File: config.mk
export PLATFORM = sky130hd
export DESIGN_NAME = sargantana_icache_replace_unit
export DESIGN_NICKNAME = d
export VERILOG_FILES = /design/src/rtl/sargantana_icache_pkg.sv /design/src/rtl/sargantana_icache_tzc.sv /design/src/rtl/sargantana_icache_replace_unit.sv
export SDC_FILE = /design/constraint.sdc
export NUM_CORES = 1
export LEC_CHECK = 0
export ABC_AREA = 1
export ABC_CLOCK_PERIOD_IN_PS = 1300
export CORE_ASPECT_RATIO = 1.5
export CORE_MARGIN = 3
export CORE_UTILIZATION = 35
export CTS_CLUSTER_SIZE = 16
export DETAILED_ROUTE_END_ITERATION = 10
export PLACE_DENSITY = 0.61
export SYNTH_ARGS = -nofsm -noshare
export SYNTH_HDL_FRONTEND = slang
export SYNTH_SLANG_ARGS = --single-unit
File: constraint.sdc
create_clock -name clk_i -period 1.3 [get_ports clk_i]
set_input_delay 0.26 -clock clk_i [delete_from_list [all_inputs] [get_ports clk_i]]
set_output_delay 0.26 -clock clk_i [all_outputs]
set_load 0.005 [all_outputs]
File: src/rtl/sargantana_icache_pkg.sv
// Shared instruction-cache constants, FSM state type and LFSR step helper.
// Latency: none (declarations only).
// Backpressure: not applicable.
package sargantana_icache_pkg;

   localparam int ICACHE_N_WAY = 4;
   localparam int WAY_IDX_W    = $clog2(ICACHE_N_WAY);
   localparam int LFSR_W       = 8;

   typedef enum logic {
      IDLE = 1'b0,
      HOLD = 1'b1
   } repl_state_t;

   // One Fibonacci step: taps 7,5,4,3 feed back into bit 0.
   function automatic logic [LFSR_W-1:0] lfsr_step(input logic [LFSR_W-1:0] l);
      return {l[LFSR_W-2:0], l[7] ^ l[5] ^ l[4] ^ l[3]};
   endfunction

endpackage

File: src/rtl/sargantana_icache_tzc.sv
// Trailing-zero counter: index of the lowest set bit of bits_i, empty_o when none set.
// Latency: purely combinational.
// Backpressure: none.
module sargantana_icache_tzc
   import sargantana_icache_pkg::*;
(
   input  logic [ICACHE_N_WAY-1:0] bits_i,
   output logic [WAY_IDX_W-1:0]    idx_o,
   output logic                    empty_o
);

   // Scan from the top so the lowest set bit is the last one to win.
   always_comb begin
      idx_o = '0;
      for (int i = ICACHE_N_WAY - 1; i >= 0; i--) begin
         if (bits_i[i]) begin
            idx_o = WAY_IDX_W'(i);
         end
      end
   end

   assign empty_o = ~|bits_i;

endmodule

File: src/rtl/sargantana_icache_replace_unit.sv
// Victim-way selection for icache refill: first invalid way, else LFSR-chosen way.
// Latency: request accepted in cycle N gives a registered victim in cycle N+1.
// Backpressure: victim held until refill_done_i/flush_i; requester holds refill_req_i meanwhile.
module sargantana_icache_replace_unit
   import sargantana_icache_pkg::*;
#(
   parameter logic [LFSR_W-1:0] LFSR_SEED = 8'h01
)(
   input  logic                    clk_i,
   input  logic                    rstn_i,
   input  logic [ICACHE_N_WAY-1:0] valid_ways_i,
   input  logic                    refill_req_i,
   input  logic                    refill_done_i,
   input  logic                    flush_i,
   output logic [ICACHE_N_WAY-1:0] way_o,
   output logic [WAY_IDX_W-1:0]    way_idx_o,
   output logic                    way_valid_o,
   output logic                    random_o
);

   repl_state_t              state_q, state_d;
   logic [LFSR_W-1:0]        lfsr_q;
   logic [ICACHE_N_WAY-1:0]  way_q;
   logic [WAY_IDX_W-1:0]     idx_q;
   logic                     random_q;
   logic                     accept;
   logic                     release_hold;

   logic [WAY_IDX_W-1:0]     inv_idx;
   logic                     all_valid;
   logic [WAY_IDX_W-1:0]     sel_idx;

   // Lowest invalid way; all_valid steers selection to the LFSR.
   sargantana_icache_tzc u_tzc (
      .bits_i  (~valid_ways_i),
      .idx_o   (inv_idx),
      .empty_o (all_valid)
   );

   assign sel_idx = all_valid ? lfsr_q[WAY_IDX_W-1:0] : inv_idx;

   // Next-state logic: accept in IDLE unless flushed, release in HOLD on done or flush.
   always_comb begin
      state_d      = state_q;
      accept       = 1'b0;
      release_hold = 1'b0;
      case (state_q)
         IDLE: begin
            if (refill_req_i && !flush_i) begin
               accept  = 1'b1;
               state_d = HOLD;
            end
         end
         HOLD: begin
            if (refill_done_i || flush_i) begin
               release_hold = 1'b1;
               state_d      = IDLE;
            end
         end
         default: state_d = IDLE;
      endcase
   end

   // State, victim and LFSR registers; LFSR steps only on acceptance.
   always_ff @(posedge clk_i or negedge rstn_i) begin
      if (!rstn_i) begin
         state_q  <= IDLE;
         lfsr_q   <= LFSR_SEED;
         way_q    <= '0;
         idx_q    <= '0;
         random_q <= 1'b0;
      end else begin
         state_q <= state_d;
         if (accept) begin
            lfsr_q   <= lfsr_step(lfsr_q);
            way_q    <= ICACHE_N_WAY'(1) << sel_idx;
            idx_q    <= sel_idx;
            random_q <= all_valid;
         end else if (release_hold) begin
            way_q    <= '0;
            idx_q    <= '0;
            random_q <= 1'b0;
         end
      end
   end

   assign way_o       = way_q;
   assign way_idx_o   = idx_q;
   assign random_o    = random_q;
   assign way_valid_o = (state_q == HOLD);

endmodule
==> results.yml, run 1 <==
outcome:
  run_status: "completed"
timing:
  max_freq_ghz: 0.807
  worst_pin_slew_ns: 0.211
  maxSlewViolCount: 0
  post-route-period-util_pct: 95.4
  setup-tns-final_ns: 0
  fin_crit_ns: 1.24
  maxSlewHeadroom_pct: 85.9
  setup_viol: 0
  hold_viol: 0
  rsz0062_at_grt: "false"
  final.setup_skew_ns: 0.00156
cells_and_area:
  multi_input_area_sq_um: 299
  stdcell_count: 133
  final_util_pct: 51.1
  seq_area_sq_um: 402
  final_nets: 122
  diodes: 0
  fillers: 199
  finalInstanceArea_sq_um: 985
  drive_gt1_share_pct: 15.2
  area_growth_pct: 32.5
clock_tree:
  cts_buffer_depth: 2
  root_buffer: "clkbuf_4"
  clock_latency_ns: 0.29
  cts_tree: "built"
  clkTransAtPathRegs_ns: 0.09
  cts_buffers: 3
  cts_sinks: 16
  cts_max_level: 1
worst_setup_path:
  worst-path-max-fanout: 3
  arrival_ns: 0.98
  cpPeakStageDelay_ns: 0.42
  crit_family: "flip-flops"
  setup.worst_path.start_class: "register"
  endpoint_kind: "output port"
  worst-setup-path-type: "reg2out"
  cp_slowest_cell: "dfrtp_1"
  critical_path_required_ns: 1.04
  crit_chain: "dlygate4sd2_1"
  worst-path-buf-inv: 1
routing:
  firstDrtPassIters: 4
  vias: 603
  drt_iter0_markers: 4
  drc: 0
  wire_per_inst_um: 10.3
  routed_via_density: 4.53
  finalWirelength_um: 1370
  postRouteAntennaNets: 0
global_route:
  track_usage_pct: 12.2
  grt_pass1_vias: 616
  grt.overflow.total: 0
  grt_max_degree: 17
  grt_first_pass_wirelength_um: 2570
  antenna_found_initial: 0
synthesis:
  synth_warnings: 0
  synth_compound_area_share_pct: 4.88
  synth-xor-area-share_pct: 4.71
  syn-num-nets: 97
  synthMuxAreaShare_pct: 0
  yosysSeqAreaShare_pct: 54.0
  synth_cell_type_count: 17
  synthCells: 88
  synth_seq_cells: 16
  synth_adder_area_share_pct: 0
  synth_area_per_cell_sq_um: 8.45
  synth_top_family_by_area: "simple AND/OR/NAND/NOR gates"
  synth-simple-area-share_pct: 30.6
  synth_area_sq_um: 743
floorplan:
  io_pins: 17
  die_x_um: 43.6
  core_sq_um: 1930
  start_util_pct: 38.6
  die_y_um: 62.4
  rows: 19
  die-area_sq_um: 2720
power:
  p_sw_w: 0.000397
  intPower_w: 0.000964
  pwr-share-comb_pct: 24.2
  max-vdd-ir-drop_mv: 0.801
  leakagePower_nw: 0.542
  sw_frac_of_total_pct: 29.2
  clock_power_share_pct: 23.8
  seq_power_share_pct: 52.0
  power_density_nw_per_um2: 1380
min_path:
  hold_class: "in2async"
placement:
  dpl.cell_count: 128
  placed_area_sq_um: 951
  portBuffers: 16
  hpwl_um: 1060
  gp_congestion: 0.769
job:
  max_cap_viol_count: 0
synth_stat cells (all sizes together):
| cell type | n | area share (%) |
|---|---|---|
| or2 | 1 | 0.84 |
| xnor2 | 2 | 2.4 |
| dfstp | 1 | 3.5 |
| nand3b | 1 | 2.7 |
| nand2 | 42 | 22 |
| xor2 | 2 | 2.4 |
| o22ai | 1 | 0.84 |
| buf | 2 | 2.2 |
| inv | 7 | 3.5 |
| o21ai | 6 | 4.0 |
| nand3 | 5 | 3.4 |
| dfrtp | 15 | 51 |
| nor2 | 3 | 1.9 |
cell families after synthesis:
| group | after synthesis |
|---|---|
| AOI/OAI and AO/OA | 7 |
| xor gates and xnor gates | 4 |
| buffers and inverters | 9 |
| DFF | 16 |
| and+or+nand+nor | 52 |
worst paths after layout:
path / from / end / slack [ns] / depth (start not counted)
max: way_valid_o$_DFF_PN0_ / way_valid_o / 0.06 / 1
min: rstn_i / lfsr_q[4]$_DFFE_PN0P_ / 0.29 / 2
max reg2reg: way_valid_o$_DFF_PN0_ / way_o[1]$_DFFE_PN0P_ / 0.24 / 6
min reg2reg: random_o$_DFFE_PN0P_ / random_o$_DFFE_PN0P_ / 0.47 / 2
max in group asynchronous: rstn_i / lfsr_q[0]$_DFFE_PN1P_ / 0.76 / 2
min in group clk_i: random_o$_DFFE_PN0P_ / random_o$_DFFE_PN0P_ / 0.47 / 2
stage by stage:
step	hold slack, ns	worst slack, ns	power [W]
2_1_floorplan	-0.0356	0.310	0.000925
3_3_place_gp	0.456	-0.0707	0.00106
3_5_place_dp	0.458	-0.0848	0.00106
4_1_cts	0.285	0.0351	0.00139
5_1_grt	0.288	0.00695	0.00147
6_report	0.291	0.0601	0.00136
sequential cells by signal, summed over array words and instances, names as in the netlist:
name         cells
lfsr_q           8
random_o         1
way_idx_o        2
way_o            4
way_valid_o      1
cell usage in the layout, fill, tap and decap left out:
cell type | synthesis | final
nand2_1 | 40 | 40
dfrtp_1 | 15 | 15
clkdlybuf4s50_1 | 0 | 8
dlygate4sd2_1 | 0 | 8
o21ai_0 | 6 | 6
buf_4 | 0 | 6
nand3_1 | 5 | 5
inv_1 | 5 | 5
clkbuf_4 | 0 | 3
inv_2 | 2 | 2
xor2_1 | 2 | 2
xnor2_1 | 2 | 2
nor2_1 | 2 | 2
nand2_2 | 2 | 2
or2_1 | 1 | 1
nand3b_4 | 1 | 1
nor2_2 | 1 | 1
o22ai_1 | 1 | 1
clkbuf_8 | 0 | 1
dfstp_2 | 1 | 1
final cells by class:
type,count,area share [%]
Timing Repair Buffer,22,19.8
Tap cell,21,2.67
Clock buffer,4,3.68
Inverter,7,2.67
Sequential cell,16,40.8
Multi-Input combinational cell,63,30.4
repair_timing:
item,in CTS,in global routing
setup endpoints to repair,8,0
hold buffers,0,0
gates resized for setup,8,0
setup buffers,1,0
per-layer routing:
metal	routed length (um)	track usage, %
met1	636	15.8
met2	612	18.2
met3	76	1.73
met4	48	7.92
met5	0	0
power by group through the flow:
stage               combinational, W  sequential [W]  clock, W
finish                      0.000330        0.000707  0.000324
CTS                         0.000337        0.000709  0.000346
floorplan                   0.000216        0.000709         0
global route                0.000384        0.000729  0.000360
detailed placement          0.000342        0.000721         0
global placement            0.000339        0.000719         0
No activity file was read; power rests on OpenSTA's default activity.
==> run 2: changes to the inputs <==
--- a/config.mk
+++ b/config.mk
@@ -6,7 +6,7 @@
 export NUM_CORES = 1
 export LEC_CHECK = 0
 export ABC_AREA = 1
-export ABC_CLOCK_PERIOD_IN_PS = 1300
+export ABC_CLOCK_PERIOD_IN_PS = 1600
 export CORE_ASPECT_RATIO = 1.5
 export CORE_MARGIN = 3
 export CORE_UTILIZATION = 35
==> constraint.sdc (replaced) <==
create_clock -name clk_i -period 1.6 [get_ports clk_i]
set_input_delay 0.32 -clock clk_i [delete_from_list [all_inputs] [get_ports clk_i]]
set_output_delay 0.32 -clock clk_i [all_outputs]
set_load 0.005 [all_outputs]
==> run 2 against run 1 <==
Effect of this change:
- sequential power fell by 18%
- clock skew rose by 0.0091 ns
- routed wire length rose by 3.9%
- clock-buffer cell count did not move
- die area did not move
- combinational power fell by 17%
- core utilization fell by 1.2 points
- largest cell class unchanged
==> results.yml, run 2 (synthesis gave the netlist of run 1 again) <==
global_route:
  grt_first_pass_wirelength_um: 2450
  grt_pass1_vias: 625
  grt_max_degree: 17
  track_usage_pct: 11.6
  grt.overflow.total: 0
  antenna_found_initial: 0
routing:
  wire_per_inst_um: 11.0
  routed_via_density: 4.75
  firstDrtPassIters: 4
  vias: 617
  drt_iter0_markers: 19
  finalWirelength_um: 1430
  drc: 0
  postRouteAntennaNets: 0
floorplan:
  core_sq_um: 1930
  die_y_um: 62.4
  rows: 19
  io_pins: 17
  start_util_pct: 38.6
  die_x_um: 43.6
  die-area_sq_um: 2720
worst_setup_path:
  worst-path-max-fanout: 3
  crit_family: "buffers and inverters"
  critical_path_required_ns: 1.28
  crit_chain: "clkdlybuf4s50_1"
  cpPeakStageDelay_ns: 0.52
  worst-setup-path-type: "reg2out"
  arrival_ns: 1.21
  cp_slowest_cell: "clkdlybuf4s50_1"
  worst-path-buf-inv: 1
  endpoint_kind: "output port"
  setup.worst_path.start_class: "register"
cells_and_area:
  final_nets: 119
  seq_area_sq_um: 402
  diodes: 0
  top_register: "lfsr_q"
  finalInstanceArea_sq_um: 962
  drive_gt1_share_pct: 11.9
  multi_input_area_sq_um: 299
  final_cell_mix: "nand2_1 (40), clkdlybuf4s50_1 (16), dfrtp_1 (15)"
  area_growth_pct: 29.5
  largest_reg_flops: 8
  layout_commonest_cell: "nand2_1"
  fillers: 194
clock_tree:
  cts_resized: 0
  cts_buffers: 3
  cts_setup_buffers: 0
  clkTransAtPathRegs_ns: 0.09
  clock_latency_ns: 0.28
  cts_buffer_depth: 2
  cts_sinks: 16
  holdBufCountCts: 0
  cts_max_level: 1
  cts_tree: "built"
  root_buffer: "clkbuf_4"
timing:
  worst_pin_slew_ns: 0.201
  maxSlewViolCount: 0
  hold_viol: 0
  max_freq_ghz: 0.652
  rsz0062_at_grt: "false"
  fin_crit_ns: 1.53
  setup_viol: 0
  maxSlewHeadroom_pct: 86.6
  setup-tns-final_ns: 0
  final.setup_skew_ns: 0.0106
  post-route-period-util_pct: 95.9
min_path:
  hold_class: "in2async"
power:
  max-vdd-ir-drop_mv: 0.731
  leakagePower_nw: 0.490
  power_density_nw_per_um2: 1110
placement:
  hpwl_um: 1090
  gp_congestion: 0.764
  placed_area_sq_um: 936
  portBuffers: 16
job:
  max_cap_viol_count: 0
outcome:
  run_status: "completed"
run 2: cell types whose count changed in the layout (fill, tap and decap cells not counted), sizes merged:
cell and change:
clkdlybuf4s50 +8, buf -3, dlygate4sd2 -8
run 2: where the power goes:
group / internal, W / switching, W
clock: 0.0000966 / 0.000119
sequential: 0.000506 / 0.0000726
combinational: 0.000145 / 0.000130
run 2: cell type report:
type                            instances  share of cell area (%)
Sequential cell                        16                    41.7
Multi-Input combinational cell         63                    31.1
Timing Repair Buffer                   19                    19.0
Clock buffer                            4                    2.73
Inverter                                7                    2.73
Tap cell                               21                    2.73
run 2: worst paths after layout:
kind | from | end | slack [ns] | depth (start not counted)
max in group asynchronous | rstn_i | lfsr_q[0]$_DFFE_PN1P_ | 0.99 | 2
min in group clk_i | way_o[3]$_DFFE_PN0P_ | way_o[3]$_DFFE_PN0P_ | 0.48 | 2
hold / removal | rstn_i | way_valid_o$_DFF_PN0_ | 0.35 | 2
hold reg to reg | way_o[3]$_DFFE_PN0P_ | way_o[3]$_DFFE_PN0P_ | 0.48 | 2
setup / recovery | way_valid_o$_DFF_PN0_ | way_valid_o | 0.07 | 1
setup reg to reg | way_valid_o$_DFF_PN0_ | way_o[1]$_DFFE_PN0P_ | 0.51 | 6
run 2: metrics by stage:
stage	power [W]	cells	hold WS, ns	worst slack (ns)	utilization (%)
global placement	0.000855	126	0.457	0.170	48.6
finish	0.00107	130	0.347	0.0662	50.0
global route	0.00115	130	0.353	0.0133	50.0
CTS	0.00109	130	0.348	0.0459	50.0
detailed placement	0.000864	126	0.458	0.129	48.6
floorplan	0.000752	88	0.0244	0.610	-
run 2: layer usage:
layer,track usage [%],wire [um],up-vias
li1,-,-,312
met1,13.4,648,284
met2,19.2,668,19
met3,2.02,95,2
met4,6.79,14,0
met5,0,0,-
==> run 3: changes to the inputs <==
--- a/config.mk
+++ b/config.mk
@@ -7,12 +7,12 @@
 export LEC_CHECK = 0
 export ABC_AREA = 1
 export ABC_CLOCK_PERIOD_IN_PS = 1600
-export CORE_ASPECT_RATIO = 1.5
-export CORE_MARGIN = 3
-export CORE_UTILIZATION = 35
+export CORE_MARGIN = 5
+export CORE_UTILIZATION = 50
+export CTS_CLUSTER_DIAMETER = 200
 export CTS_CLUSTER_SIZE = 16
 export DETAILED_ROUTE_END_ITERATION = 10
-export PLACE_DENSITY = 0.61
+export PLACE_DENSITY = 0.82
 export SYNTH_ARGS = -nofsm -noshare
 export SYNTH_HDL_FRONTEND = slang
 export SYNTH_SLANG_ARGS = --single-unit
==> run 3 against run 2 <==
Effect of this change:
- cell area shrank 0.39%
- global-route usage rose by 0.44 points
- worst setup slack improved by 0.0034 ns
- die area shrank 13%
- critical endpoint unchanged
==> results.yml, run 3 (synthesis gave the netlist of run 1 again) <==
outcome:
  run_status: "completed"
routing:
  vias: 576
  finalWirelength_um: 1340
  wire_per_inst_um: 10.8
  firstDrtPassIters: 4
  drc: 0
  routed_via_density: 4.65
  drt_iter0_markers: 4
  postRouteAntennaNets: 0
timing:
  setup-tns-final_ns: 0
  worst_pin_slew_ns: 0.203
  setup_slack_ns: 0.0696
  post-route-period-util_pct: 95.7
  setup_viol: 0
  final.setup_skew_ns: 0.000889
  rsz0062_at_grt: "false"
  maxSlewHeadroom_pct: 86.4
  fin_crit_ns: 1.53
  maxSlewViolCount: 0
  max_freq_ghz: 0.653
  hold_viol: 0
cells_and_area:
  fillers: 119
  diodes: 0
  largest_reg_flops: 8
  drive_gt1_share_pct: 12.0
  stdcell_count: 124
  final_util_pct: 65.9
  area_growth_pct: 29.0
  finalInstanceArea_sq_um: 958
  layout_commonest_cell: "nand2_1"
  final_cell_mix: "nand2_1 (40), clkdlybuf4s50_1 (16), dfrtp_1 (15)"
  final_nets: 118
  top_register: "lfsr_q"
power:
  max-vdd-ir-drop_mv: 0.747
  power_density_nw_per_um2: 1160
  leakagePower_nw: 0.491
worst_setup_path:
  worst-setup-path-type: "reg2out"
  worst-path-max-fanout: 3
  cpPeakStageDelay_ns: 0.52
  cp_slowest_cell: "clkdlybuf4s50_1"
  arrival_ns: 1.21
  endpoint_kind: "output port"
  crit_family: "buffers and inverters"
  crit_chain: "clkdlybuf4s50_1"
  setup.worst_path.start_class: "register"
  critical_path_required_ns: 1.28
  worst-path-buf-inv: 1
clock_tree:
  cts_max_level: 1
  cts_buffer_depth: 2
  cts_buffers: 3
  cts_sinks: 16
  cts_setup_buffers: 0
  root_buffer: "clkbuf_4"
  clock_latency_ns: 0.28
  cts_resized: 0
  holdBufCountCts: 0
  cts_tree: "built"
  clkTransAtPathRegs_ns: 0.09
global_route:
  grt.overflow.total: 0
  antenna_found_initial: 0
  grt_first_pass_wirelength_um: 2280
  grt_pass1_vias: 524
  track_usage_pct: 12.0
  grt_max_degree: 17
floorplan:
  die_y_um: 48.6
  die_x_um: 48.6
  die-area_sq_um: 2360
  core_sq_um: 1450
  io_pins: 17
  start_util_pct: 51.1
  rows: 14
placement:
  dpl.cell_count: 120
  post-place-ws_ns: 0.136
  hpwl_um: 990
  placed_area_sq_um: 922
  portBuffers: 16
  gp_congestion: 0.741
min_path:
  hold_class: "in2async"
job:
  max_cap_viol_count: 0
==> run 3: routing by layer <==
metal | GRT usage [%] | share of wire, % | vias to the layer above
li1 | - | - | 312
met1 | 16.6 | 51 | 247
met2 | 17.6 | 42 | 15
met3 | 3.07 | 5.8 | 2
met4 | 5.38 | 0.75 | 0
met5 | 0 | 0 | -
==> run 3: report_power, final <==
group,internal [W],switching [W]
clock,0.000139,0.000126
combinational,0.000143,0.000128
sequential,0.000506,0.0000736
total,0.000788,0.000328
==> run 3: per-stage QoR <==
step           hold slack [ns]  power (W)
2_1_floorplan           0.0244   0.000752
3_3_place_gp             0.458   0.000849
3_5_place_dp             0.465   0.000859
4_1_cts                  0.343    0.00113
5_1_grt                  0.350    0.00120
6_report                 0.336    0.00112
==> run 3: final cells by class <==
class	count	area (sq um)	area share [%]
flip-flops and latches	16	402	41.9
multi-input cells	63	299	31.2
repair buffers	18	175	18.3
clock buffers	4	36.3	3.79
inverters	7	26.3	2.74
well taps	16	20.0	2.09
==> run 3: worst paths after layout <==
kind                                     startpoint  cells past startpoint                       end  slack (ns)
max                           way_valid_o$_DFF_PN0_                      1               way_valid_o        0.07
min                                          rstn_i                      2  way_idx_o[1]$_DFFE_PN0P_        0.34
max reg2reg                   way_valid_o$_DFF_PN0_                      6     lfsr_q[6]$_DFFE_PN0P_        0.50
min reg2reg                way_idx_o[0]$_DFFE_PN0P_                      2  way_idx_o[0]$_DFFE_PN0P_        0.48
max in group asynchronous                    rstn_i                      2     lfsr_q[0]$_DFFE_PN1P_        1.02
min in group clk_i         way_idx_o[0]$_DFFE_PN0P_                      2  way_idx_o[0]$_DFFE_PN0P_        0.48
